**src/rtl/bus_pkg.sv**
```systemverilog
// Shared arbiter types: FSM state encoding and priority-mode constants.
// Latency: n/a (types only).
// Backpressure: n/a.
package bus_pkg;

    typedef enum logic [2:0] {
        IDLE,
        GRANT,
        UTIL,
        SPLIT,
        SPLIT_UTIL,
        SPLIT_RESUME
    } arb_state_t;

    localparam logic PRIO_FIXED = 1'b0;
    localparam logic PRIO_RR    = 1'b1;

endpackage

```
**src/rtl/bus_arbiter_nx_if.sv**
```systemverilog
// Arbitration bus bundle: per-master requests, one-hot grant, transfer and split handshakes.
// Latency: n/a (wires only).
// Backpressure: requesters hold B_REQ until granted; grant holder signals B_UTIL/B_DONE.
interface bus_arbiter_nx_if #(
    parameter int NUM_MASTERS = 4,
    parameter int NUM_SLAVES  = 3
);
    logic [NUM_MASTERS-1:0] B_REQ;
    logic [NUM_MASTERS-1:0] B_GRANT;
    logic                   B_UTIL;
    logic                   B_DONE;
    logic [NUM_SLAVES-1:0]  B_SBSY;
    logic [NUM_SLAVES-1:0]  B_SPL_RDY;
    logic                   B_SPLIT;
    logic                   B_SPL_RESUME;

    // Arbiter side.
    modport master (
        input  B_REQ, B_UTIL, B_DONE, B_SBSY, B_SPL_RDY,
        output B_GRANT, B_SPLIT, B_SPL_RESUME
    );

    // Requesting masters and split-capable slaves.
    modport slave (
        output B_REQ, B_UTIL, B_DONE, B_SBSY, B_SPL_RDY,
        input  B_GRANT, B_SPLIT, B_SPL_RESUME
    );
endinterface

```
**src/rtl/arb_pick.sv**
```systemverilog
// Winner search: fixed (lowest index) or round-robin (first after ptr) over req & ~mask.
// Latency: purely combinational.
// Backpressure: none; found=0 when no eligible requester.
module arb_pick
    import bus_pkg::*;
#(
    parameter int N = 4,
    localparam int IW = $clog2(N)
) (
    input  logic [N-1:0]  req,
    input  logic [N-1:0]  mask,
    input  logic [IW-1:0] ptr,
    input  logic          mode,
    output logic [N-1:0]  grant,
    output logic [IW-1:0] idx,
    output logic          found
);
    localparam int PW = IW + 1;

    logic [N-1:0] eligible;
    logic [PW-1:0] pos;

    assign eligible = req & ~mask;

    // pos never exceeds 2N-1, so one conditional subtract implements the wrap.
    always_comb begin
        grant = '0;
        idx   = '0;
        found = 1'b0;
        pos   = '0;
        for (int k = 0; k < N; k++) begin
            if (mode == PRIO_RR) begin
                pos = {1'b0, ptr} + PW'(k + 1);
            end else begin
                pos = PW'(k);
            end
            if (pos >= PW'(N)) begin
                pos = pos - PW'(N);
            end
            if (!found && eligible[pos[IW-1:0]]) begin
                found = 1'b1;
                idx   = pos[IW-1:0];
            end
        end
        if (found) begin
            grant[idx] = 1'b1;
        end
    end
endmodule

```
**src/rtl/bus_arbiter_nx.sv**
```systemverilog
// Bus arbiter with grant timeout and a single outstanding split transaction.
// Latency: grant/split/resume outputs registered, one cycle after the deciding inputs.
// Backpressure: none; a grantee is never preempted, only revoked before B_UTIL.
module bus_arbiter_nx
    import bus_pkg::*;
#(
    parameter int NUM_MASTERS   = 4,
    parameter int NUM_SLAVES    = 3,
    parameter int PRIO_MODE     = 0,
    parameter int GRANT_TIMEOUT = 15
) (
    input logic              CLK,
    input logic              RSTN,
    bus_arbiter_nx_if.master bus
);
    localparam int MW = $clog2(NUM_MASTERS);
    localparam int SW = (NUM_SLAVES > 1) ? $clog2(NUM_SLAVES) : 1;
    localparam int TW = $clog2(GRANT_TIMEOUT + 1);

    arb_state_t             state_q, state_d;
    logic [NUM_MASTERS-1:0] grant_q, grant_d;
    logic                   split_q, split_d;
    logic                   resume_q, resume_d;
    logic                   spl_rdy_q, spl_rdy_d;
    logic [TW-1:0]          tmo_q, tmo_d, tmo_inc;
    logic [MW-1:0]          spl_mst_q, spl_mst_d;
    logic [SW-1:0]          spl_slv_q, spl_slv_d;
    logic [MW-1:0]          rr_ptr_q, rr_ptr_d;
    logic [MW-1:0]          gnt_idx_q, gnt_idx_d;

    logic [NUM_MASTERS-1:0] pick_mask, pick_grant, mst_onehot;
    logic [MW-1:0]          pick_idx;
    logic                   pick_found;
    logic [SW-1:0]          sbsy_idx;
    logic                   rdy_hit;

    assign mst_onehot = NUM_MASTERS'(1) << spl_mst_q;
    // The split owner is excluded while another master borrows the bus.
    assign pick_mask  = (state_q == SPLIT) ? mst_onehot : '0;
    assign rdy_hit    = bus.B_SPL_RDY[spl_slv_q];
    assign tmo_inc    = (tmo_q == TW'(GRANT_TIMEOUT)) ? tmo_q : tmo_q + TW'(1);

    arb_pick #(
        .N(NUM_MASTERS)
    ) u_pick (
        .req  (bus.B_REQ),
        .mask (pick_mask),
        .ptr  (rr_ptr_q),
        .mode ((PRIO_MODE == 1) ? PRIO_RR : PRIO_FIXED),
        .grant(pick_grant),
        .idx  (pick_idx),
        .found(pick_found)
    );

    always_comb begin
        sbsy_idx = '0;
        for (int k = NUM_SLAVES - 1; k >= 0; k--) begin
            if (bus.B_SBSY[k]) begin
                sbsy_idx = SW'(k);
            end
        end
    end

    always_comb begin
        state_d   = state_q;
        grant_d   = grant_q;
        split_d   = split_q;
        resume_d  = resume_q;
        tmo_d     = tmo_q;
        spl_mst_d = spl_mst_q;
        spl_slv_d = spl_slv_q;
        rr_ptr_d  = rr_ptr_q;
        gnt_idx_d = gnt_idx_q;
        spl_rdy_d = spl_rdy_q;
        if ((state_q == SPLIT || state_q == SPLIT_UTIL) && rdy_hit) begin
            spl_rdy_d = 1'b1;
        end

        case (state_q)
            IDLE: begin
                if (pick_found && !bus.B_DONE) begin
                    grant_d   = pick_grant;
                    gnt_idx_d = pick_idx;
                    tmo_d     = '0;
                    state_d   = GRANT;
                end
            end
            GRANT: begin
                tmo_d = tmo_inc;
                // Revoke on the edge where the count reaches the limit, so the
                // grant is visible for exactly GRANT_TIMEOUT cycles.
                if (bus.B_UTIL) begin
                    state_d = UTIL;
                end else if (!bus.B_REQ[gnt_idx_q] || tmo_inc == TW'(GRANT_TIMEOUT)) begin
                    grant_d = '0;
                    state_d = IDLE;
                end
            end
            UTIL: begin
                if (bus.B_DONE) begin
                    grant_d  = '0;
                    rr_ptr_d = gnt_idx_q;
                    state_d  = IDLE;
                end else if (|bus.B_SBSY) begin
                    spl_mst_d = gnt_idx_q;
                    spl_slv_d = sbsy_idx;
                    grant_d   = '0;
                    split_d   = 1'b1;
                    state_d   = SPLIT;
                end
            end
            SPLIT: begin
                if (spl_rdy_q) begin
                    grant_d   = mst_onehot;
                    gnt_idx_d = spl_mst_q;
                    resume_d  = 1'b1;
                    spl_rdy_d = 1'b0;
                    state_d   = SPLIT_RESUME;
                end else if (pick_found) begin
                    grant_d   = pick_grant;
                    gnt_idx_d = pick_idx;
                    state_d   = SPLIT_UTIL;
                end
            end
            SPLIT_UTIL: begin
                if (bus.B_DONE) begin
                    rr_ptr_d = gnt_idx_q;
                    if (spl_rdy_q || rdy_hit) begin
                        grant_d   = mst_onehot;
                        gnt_idx_d = spl_mst_q;
                        resume_d  = 1'b1;
                        spl_rdy_d = 1'b0;
                        state_d   = SPLIT_RESUME;
                    end else begin
                        grant_d = '0;
                        state_d = SPLIT;
                    end
                end
            end
            SPLIT_RESUME: begin
                if (bus.B_DONE) begin
                    grant_d  = '0;
                    split_d  = 1'b0;
                    resume_d = 1'b0;
                    rr_ptr_d = gnt_idx_q;
                    state_d  = IDLE;
                end
            end
            default: begin
                grant_d = '0;
                state_d = IDLE;
            end
        endcase
    end

    always_ff @(posedge CLK or negedge RSTN) begin
        if (!RSTN) begin
            state_q   <= IDLE;
            grant_q   <= '0;
            split_q   <= 1'b0;
            resume_q  <= 1'b0;
            spl_rdy_q <= 1'b0;
            tmo_q     <= '0;
            spl_mst_q <= '0;
            spl_slv_q <= '0;
            rr_ptr_q  <= MW'(NUM_MASTERS - 1);
            gnt_idx_q <= '0;
        end else begin
            state_q   <= state_d;
            grant_q   <= grant_d;
            split_q   <= split_d;
            resume_q  <= resume_d;
            spl_rdy_q <= spl_rdy_d;
            tmo_q     <= tmo_d;
            spl_mst_q <= spl_mst_d;
            spl_slv_q <= spl_slv_d;
            rr_ptr_q  <= rr_ptr_d;
            gnt_idx_q <= gnt_idx_d;
        end
    end

    assign bus.B_GRANT      = grant_q;
    assign bus.B_SPLIT      = split_q;
    assign bus.B_SPL_RESUME = resume_q;
endmodule

```
**src/flat_wrapper.sv**
```systemverilog
// flat-port wrapper written by rule: the top's interface ports become plain ports
module bus_arbiter_nx_flat import bus_pkg::*;
#(
    parameter int NUM_MASTERS   = 4,
    parameter int NUM_SLAVES    = 3,
    parameter int PRIO_MODE     = 0,
    parameter int GRANT_TIMEOUT = 15
)
  (CLK, RSTN, bus_B_REQ, bus_B_UTIL, bus_B_DONE, bus_B_SBSY, bus_B_SPL_RDY, bus_B_GRANT, bus_B_SPLIT, bus_B_SPL_RESUME);
  bus_arbiter_nx_if #(.NUM_MASTERS(NUM_MASTERS), .NUM_SLAVES(NUM_SLAVES)) bus_i ();
  input logic CLK;
  input logic RSTN;
  input wire logic [$bits(bus_i.B_REQ)-1:0] bus_B_REQ;
  input wire logic [$bits(bus_i.B_UTIL)-1:0] bus_B_UTIL;
  input wire logic [$bits(bus_i.B_DONE)-1:0] bus_B_DONE;
  input wire logic [$bits(bus_i.B_SBSY)-1:0] bus_B_SBSY;
  input wire logic [$bits(bus_i.B_SPL_RDY)-1:0] bus_B_SPL_RDY;
  output wire logic [$bits(bus_i.B_GRANT)-1:0] bus_B_GRANT;
  output wire logic [$bits(bus_i.B_SPLIT)-1:0] bus_B_SPLIT;
  output wire logic [$bits(bus_i.B_SPL_RESUME)-1:0] bus_B_SPL_RESUME;
  assign bus_i.B_REQ = bus_B_REQ;
  assign bus_i.B_UTIL = bus_B_UTIL;
  assign bus_i.B_DONE = bus_B_DONE;
  assign bus_i.B_SBSY = bus_B_SBSY;
  assign bus_i.B_SPL_RDY = bus_B_SPL_RDY;
  assign bus_B_GRANT = bus_i.B_GRANT;
  assign bus_B_SPLIT = bus_i.B_SPLIT;
  assign bus_B_SPL_RESUME = bus_i.B_SPL_RESUME;
  bus_arbiter_nx #(.NUM_MASTERS(NUM_MASTERS), .NUM_SLAVES(NUM_SLAVES), .PRIO_MODE(PRIO_MODE), .GRANT_TIMEOUT(GRANT_TIMEOUT)) u_core (.CLK(CLK), .RSTN(RSTN), .bus(bus_i));
endmodule
```
**config.mk**
```make
export PLATFORM = sky130hd
export DESIGN_NAME = bus_arbiter_nx_flat
export DESIGN_NICKNAME = d
export VERILOG_FILES = /design/src/rtl/bus_pkg.sv /design/src/rtl/bus_arbiter_nx_if.sv /design/src/rtl/arb_pick.sv /design/src/rtl/bus_arbiter_nx.sv /design/src/flat_wrapper.sv
export SDC_FILE = /design/constraint.sdc
export NUM_CORES = 1
export LEC_CHECK = 0
export ABC_AREA = 0
export CORE_MARGIN = 1.5
export CORE_UTILIZATION = 46
export CTS_CLUSTER_SIZE = 16
export DETAILED_ROUTE_END_ITERATION = 12
export PLACE_DENSITY = 0.67
export SLEW_MARGIN = 20
export SYNTH_ARGS = -nofsm -noshare
export SYNTH_HDL_FRONTEND = slang
export SYNTH_SLANG_ARGS = --single-unit
```
**constraint.sdc**
```tcl
create_clock -name CLK -period 6.2 [get_ports CLK]
set_input_delay 1.24 -clock CLK [delete_from_list [all_inputs] [get_ports CLK]]
set_output_delay 1.24 -clock CLK [all_outputs]
set_load 0.03 [all_outputs]
```
**Word level (Yosys, flattened, before mapping)**

Index checks and enable logic that the tools add are counted.

- Magnitude comparators: 4
- Equal/unequal tests: 19
- Multiplexer cells: 62
- Shift-type cells: 1
- Bitwise operators: 3
- Add/sub/neg operators: 1
- Reduce and logical (&&, ||, !) cells: 27

Operators by type and width:

| operator | count |
|---|---|
| 4-bit two-way mux | 14 |
| 3-bit two-way mux | 10 |
| 4-bit case mux with 6 select lines | 1 |
| 2-bit two-way mux | 10 |
| 1-bit two-way mux | 18 |
| 3-bit case mux with 6 select lines | 1 |
| 2-bit inequality test (second input constant) | 5 |
| 5-bit AND reduction | 2 |
| 2-bit by 3-bit less-than comparator with 1-bit output (second input constant) | 3 |
| 4-bit == test (second input constant) | 2 |
| 2-bit by 1-bit inequality test with 1-bit output (second input constant) | 4 |
| 4-bit case mux with 2 select lines | 1 |
| 7-bit AND reduction | 1 |
| 3-bit by 2-bit == test with 1-bit output (second input constant) | 2 |
| 3-bit == test (second input constant) | 2 |
| 1-bit logical AND | 6 |
| 3-bit by 2-bit inequality test with 1-bit output (second input constant) | 2 |
| 2-bit case mux with 3 select lines | 1 |
| 6-bit AND reduction | 1 |
| 3-bit nonzero test | 2 |
| 1-bit logical NOT | 5 |
| 4-bit by 1-bit adder with 4-bit output (second input constant) | 1 |
| 4-bit bitwise AND | 1 |
| 1-bit binary-select mux with 2-bit select | 2 |
| other kinds (16) | 20 |

- Bits of input ports: 14
- Bits in registers: 20
- Output and inout port bits: 6

**Depth between registers and ports, before layout**

- Depth after elaboration: 22
- Mapped depth: 7
- Depth with buffers taken out: 6

**Hierarchy**

A second synthesis with hierarchy kept.

- Cell total of the unflattened synthesis: 188
- Area, all modules: 1,654.1 µm²

Modules (own cells, without submodules):

| module | cells an instance | times used | seq. area each (µm²) | area each (µm²) |
|---|---|---|---|---|
| bus_arbiter_nx | 154 | 1 | 553.0 | 1,417.6 |
| arb_pick | 34 | 1 | 0.0 | 236.5 |

**Least setup slack after synthesis**

No wires, ideal clock.

- Path type: input port to flip-flop
- From: in bus_B_REQ[1]
- To: reg u_core.grant_q[0], in the netlist u_core.bus.B_GRANT[0]
- Setup slack: 3.245 ns
- Data required time: 6.075 ns
- Arrival time: 2.830 ns
- Cell stages on the path: 6
- Path buffers: 1
- Cells stage by stage: buf_6 > mux2_2 > or4_4 > a221oi_4 > nor3_2 > mux2_4

- Cells in the longest elaborated chain, start to end: 17

Ends and longest elaborated chain:

| what | RTL line | text |
|---|---|---|
| start: declaration | flat_wrapper.sv:13 | `input wire logic [$bits(bus_i.B_REQ)-1:0] bus_B_REQ;` |
| 4-bit bitwise AND | arb_pick.sv:23 | `assign eligible = req & ~mask;` |
| 1-bit logical AND | arb_pick.sv:40 | `if (!found && eligible[pos[IW-1:0]]) begin` |
| 1-bit two-way mux | arb_pick.sv:40 |  |
| 1-bit logical NOT | arb_pick.sv:40 |  |
| 1-bit logical AND | arb_pick.sv:40 |  |
| 1-bit two-way mux | arb_pick.sv:40 |  |
| 1-bit logical NOT | arb_pick.sv:40 |  |
| 1-bit logical AND | arb_pick.sv:40 |  |
| 2-bit two-way mux | arb_pick.sv:40 |  |
| 2-bit by 3-bit less-than comparator with 1-bit output (implied by the code) / 2-bit by 1-bit greater-or-equal comparator with 1-bit output (equally long branches) | arb_pick.sv:46 | `grant[idx] = 1'b1;` |
| 1-bit logical AND (implied by the code) | arb_pick.sv:46 |  |
| 1-bit two-way mux (implied by the code) | arb_pick.sv:46 |  |
| 1-bit demux with 2-bit select | arb_pick.sv:46 |  |
| 4-bit two-way mux | arb_pick.sv:45 | `if (found) begin` |
| 4-bit two-way mux | bus_arbiter_nx.sv:119 | `end else if (pick_found) begin` |
| 4-bit two-way mux | bus_arbiter_nx.sv:113 | `if (spl_rdy_q) begin` |
| 4-bit case mux with 6 select lines | bus_arbiter_nx.sv:79 | `case (state_q)` |
| end signal: assignment | bus_arbiter_nx.sv:170 | `grant_q <= grant_d;` |
| end: declaration | bus_arbiter_nx.sv:21 | `logic [NUM_MASTERS-1:0] grant_q, grant_d;` |

Several ways; a longest one is shown, not always the timed one. The select of a mux whose other input is x is not followed.
A chain may end at the register's enable or synchronous reset.

**Worst setup path in the final report**

- From: in bus_B_REQ[1]
- To: reg u_core.gnt_idx_q[1]

- Cells in the longest elaborated chain, start to end: 12

Ends and longest elaborated chain:

| what | RTL line | text |
|---|---|---|
| 4-bit bitwise AND * | arb_pick.sv:23 |  |
| 1-bit logical AND * | arb_pick.sv:40 |  |
| 1-bit two-way mux * | arb_pick.sv:40 |  |
| 1-bit logical NOT | arb_pick.sv:40 |  |
| 1-bit logical AND | arb_pick.sv:40 |  |
| 1-bit two-way mux | arb_pick.sv:40 |  |
| 1-bit logical NOT | arb_pick.sv:40 |  |
| 1-bit logical AND | arb_pick.sv:40 |  |
| 2-bit two-way mux / 1-bit two-way mux (equally long branches) | arb_pick.sv:40 |  |
| 2-bit two-way mux / 1-bit logical AND (equally long branches) | bus_arbiter_nx.sv:119, bus_arbiter_nx.sv:81 |  |
| 2-bit two-way mux / 2-bit by 1-bit inequality test with 1-bit output (equally long branches) | - |  |
| 2-bit case mux with 3 select lines / 5-bit AND reduction (equally long branches) | - |  |
| end signal: assignment | bus_arbiter_nx.sv:178 | `gnt_idx_q <= gnt_idx_d;` |
| end: declaration | bus_arbiter_nx.sv:29 | `logic [MW-1:0] gnt_idx_q, gnt_idx_d;` |

Every way passes the cells marked *; elsewhere a longest branch is shown, timed or not. The select of a mux whose other input is x is not followed.

==> impl_metrics.tcl <==
set metrics [dict create \
    critPathLaunchType "input pin" \
    portBuffers 19 \
    clk_pin_slew_ns 0.11 \
    power.leakage_nw 0.703 \
    synthTopCellsByArea "dfrtp_1, nand2_1, nor2_1" \
    end_kind "flop" \
    grt_start_max_net_pins 23 \
    worstPathRequired_ns 6.39 \
    clkLatencyLatePin_ns 0.31 \
    synth_edf_count 0 \
    synth_area_um2 1540 \
    diodes 0 \
    crit_chain "clkdlybuf4s50_1 -> mux2_2 -> or4_4 -> a221oi_4 -> nor2_1 -> mux2_1" \
    wl_per_cell_um 16.3 \
    dpl.hpwl_um 2810 \
    antenna_left 0 \
    power.switching_mw 0.372 \
    gp_congestion 0.872 \
    hold_class "reg2reg" \
    drt_drc_violations_left 0 \
    h-tree-depth 1 \
    critPathMaxStageDelay_ns 0.57 \
    crit_cells 6 \
    slowest_stage "clkdlybuf4s50_1" \
    powerDensity_nw_per_um2 448 \
    clockBufferDepth 2 \
    syn_area_per_cell_um2 8.72 \
    grt_usage_pct 22.4 \
    min_period_ns 3.27 \
    synth_top_area_share_pct 32.6 \
    max_clock_freq_mhz 306 \
    critPathKind "in2reg" \
    wl_met1_um 1750 \
    hold_viol 0 \
    routed_wl_um 3790 \
    crit_arrival_ns 3.46 \
    intPower_mw 0.419 \
    synth_nets 191 \
    ioPinCount 20 \
    relSlewSlack_pct 38.1 \
    antenna_found_initial 0 \
    post_cts_buffers 0 \
    synthCells 176 \
    r2r_slack_ns 3.61 \
    vias 1425 \
    grt_pass1_wl_um 6110 \
    rows 20 \
    rsz0062_at_grt "false" \
    status "complete, no violations" \
    cts_resized 0 \
    path_delay_family "multiplexers" \
    cp_max_fo 10 \
    core_area_um2 3100 \
    ys_types 57 \
    drt_iter0_drc 128 \
    critPathLaunch "bus_B_REQ[1]" \
    nets 204 \
    cts_buffers 3 \
    combPwrFrac_pct 53.8 \
    drv_slew 0 \
    area_delta_synth_final_pct 15.2 \
    setup_violations 0 \
    die-width_um 60.8 \
    drt-vias-per-instance 6.14 \
    ys_ff_latch 20 \
    route.met2.wl_um 1860 \
    tightest_slew_ns 0.926 \
    firstDrtPassIters 4 \
    tns_ns 0 \
    path_buf_inv 1 \
    clock_power_share_pct 9.8 \
    ctsRootBufferMaster "clkbuf_4" \
    tritoncts "built" \
    yosys_warnings 0 \
    overflow 0 \
    holdBufCountCts 0 \
    ff2ff_path_depth 5 \
    die_area_um2 3690 \
    synth_largest_area_cell "dfrtp_1" \
    crit_end "u_core.gnt_idx_q[1]" \
    routed.top_layer "met4" \
    r2r_end "u_core.gnt_idx_q[1]" \
    dr_wl_met3_um 160 \
    skew_ns 0.0116 \
    maxCapViolations 0 \
    dieHeight_um 60.8 \
    ys.flop_type "dfrtp_1" \
    grt_pass1_vias 1309 \
    yosysSeqAreaShare_pct 32.6 \
    timing.rr.start "u_core.state_q[1]" \
    initial_core_util_pct 49.5 \
    fin_util_pct 57.0 \
    clock_sinks 20 \
    drive_gt1_share_pct 6.91 \
    synthArstFlopShare_pct 100 \
    seqPwrFrac_pct 36.4 \
    ir_drop_mv 0.208 \
    period_share_pct 52.8 \
    swShare_pct 47.0 \
]
-- worst min-delay path, delay by kind of cell, from the launching register on --
family   cells  cell delay (ns)
mux          1             0.06
flops        1             0.39
buf+inv      1             0.05
-- flip-flops by register name, summed over array words and instances, names as in the netlist --
name                     cells
u_core.spl_slv_q             2
u_core.bus.B_GRANT           4
u_core.spl_rdy_q             1
u_core.bus.B_SPLIT           1
u_core.tmo_q                 4
u_core.spl_mst_q             2
u_core.state_q               3
u_core.bus.B_SPL_RESUME      1
u_core.gnt_idx_q             2
-- area by class of cell --
| cell class | instances | area, um^2 |
|---|---|---|
| inverters | 6 | 22.5 |
| multi-input cells | 139 | 963 |
| well taps | 44 | 55.1 |
| flip-flops and latches | 20 | 500 |
| repair buffers | 19 | 190 |
| fillers | 323 | 1340 |
| clock buffers | 4 | 36.3 |
-- kinds of logic after synthesis --
group,share of synthesized area [%]
adder cells (fa/ha/maj),0.815
buffers and inverters,4.65
AO/OA/AOI/OAI,26.5
AND/OR/NAND/NOR,25.8
flip-flops,32.6
multiplexers,9.70
-- power groups by stage --
stage	Combinational (mW)	Clock (mW)	Sequential [mW]
2_1_floorplan	0.335	0	0.256
3_3_place_gp	0.413	0	0.286
3_5_place_dp	0.424	0	0.290
4_1_cts	0.427	0.0787	0.286
5_1_grt	0.465	0.0840	0.303
6_report	0.426	0.0773	0.288
-- how the worst min path moves through the flow --
stage,from,to,cells past startpoint
after global placement,u_core.bus.B_GRANT[2],u_core.bus.B_GRANT[2],1
after global routing,u_core.bus.B_GRANT[0],u_core.bus.B_GRANT[0],1
after detailed placement,u_core.bus.B_GRANT[0],u_core.bus.B_GRANT[0],1
after floorplan,u_core.gnt_idx_q[1],u_core.spl_mst_q[1],2
after CTS,u_core.bus.B_GRANT[0],u_core.bus.B_GRANT[0],1
final,u_core.bus.B_GRANT[1],u_core.bus.B_GRANT[1],2
-- stage by stage --
stage                     power [mW]  area (um^2)  hold WS, ns  std cells  worst slack, ns
after detailed placement       0.713         1730        0.501        228             2.63
final                          0.792         1770        0.528        232             2.93
after CTS                      0.792         1770        0.534        232             2.95
after global routing           0.851         1770        0.543        232             2.84
after global placement         0.700         1730        0.503        228             2.69
after floorplan                0.590         1540        0.472        176             3.24
-- synth_stat cells, types with 3 or more instances --
library cell	n
dfrtp_1	20
o21ai_0	7
nand2b_1	6
a31oi_1	3
mux2_1	4
inv_1	5
nor4bb_1	3
nor3_1	5
a21oi_1	9
nor2b_1	4
clkbuf_1	8
o22ai_1	6
nor2_1	13
nand2_1	17
o21ai_1	8
nand3b_1	3
mux2i_1	4
-- placed cells by master, fill, tap and decap left out, types with 3 or more instances in the layout --
cell type        Yosys  routed
nor3_1               5       5
o21ai_0              7       7
nand2_1             17      17
mux2_1               4       4
a31oi_1              3       3
o22ai_1              6       6
nor2_1              13      13
nor2b_1              4       4
o21ai_1              8       8
clkdlybuf4s50_1      0      19
dfrtp_1             20      20
nand2b_1             6       6
mux2i_1              4       4
nor4bb_1             3       3
a21oi_1              9       9
clkbuf_4             0       3
inv_1                5       5
nand3b_1             3       3
-- per-layer routing --
metal  vias to the layer above  GRT usage [%]
li1                        698              -
met1                       695           30.1
met2                        30           37.2
met3                         2           4.48
met4                         0           5.28
met5                         -              0
No activity file was read; power rests on OpenSTA's default activity.
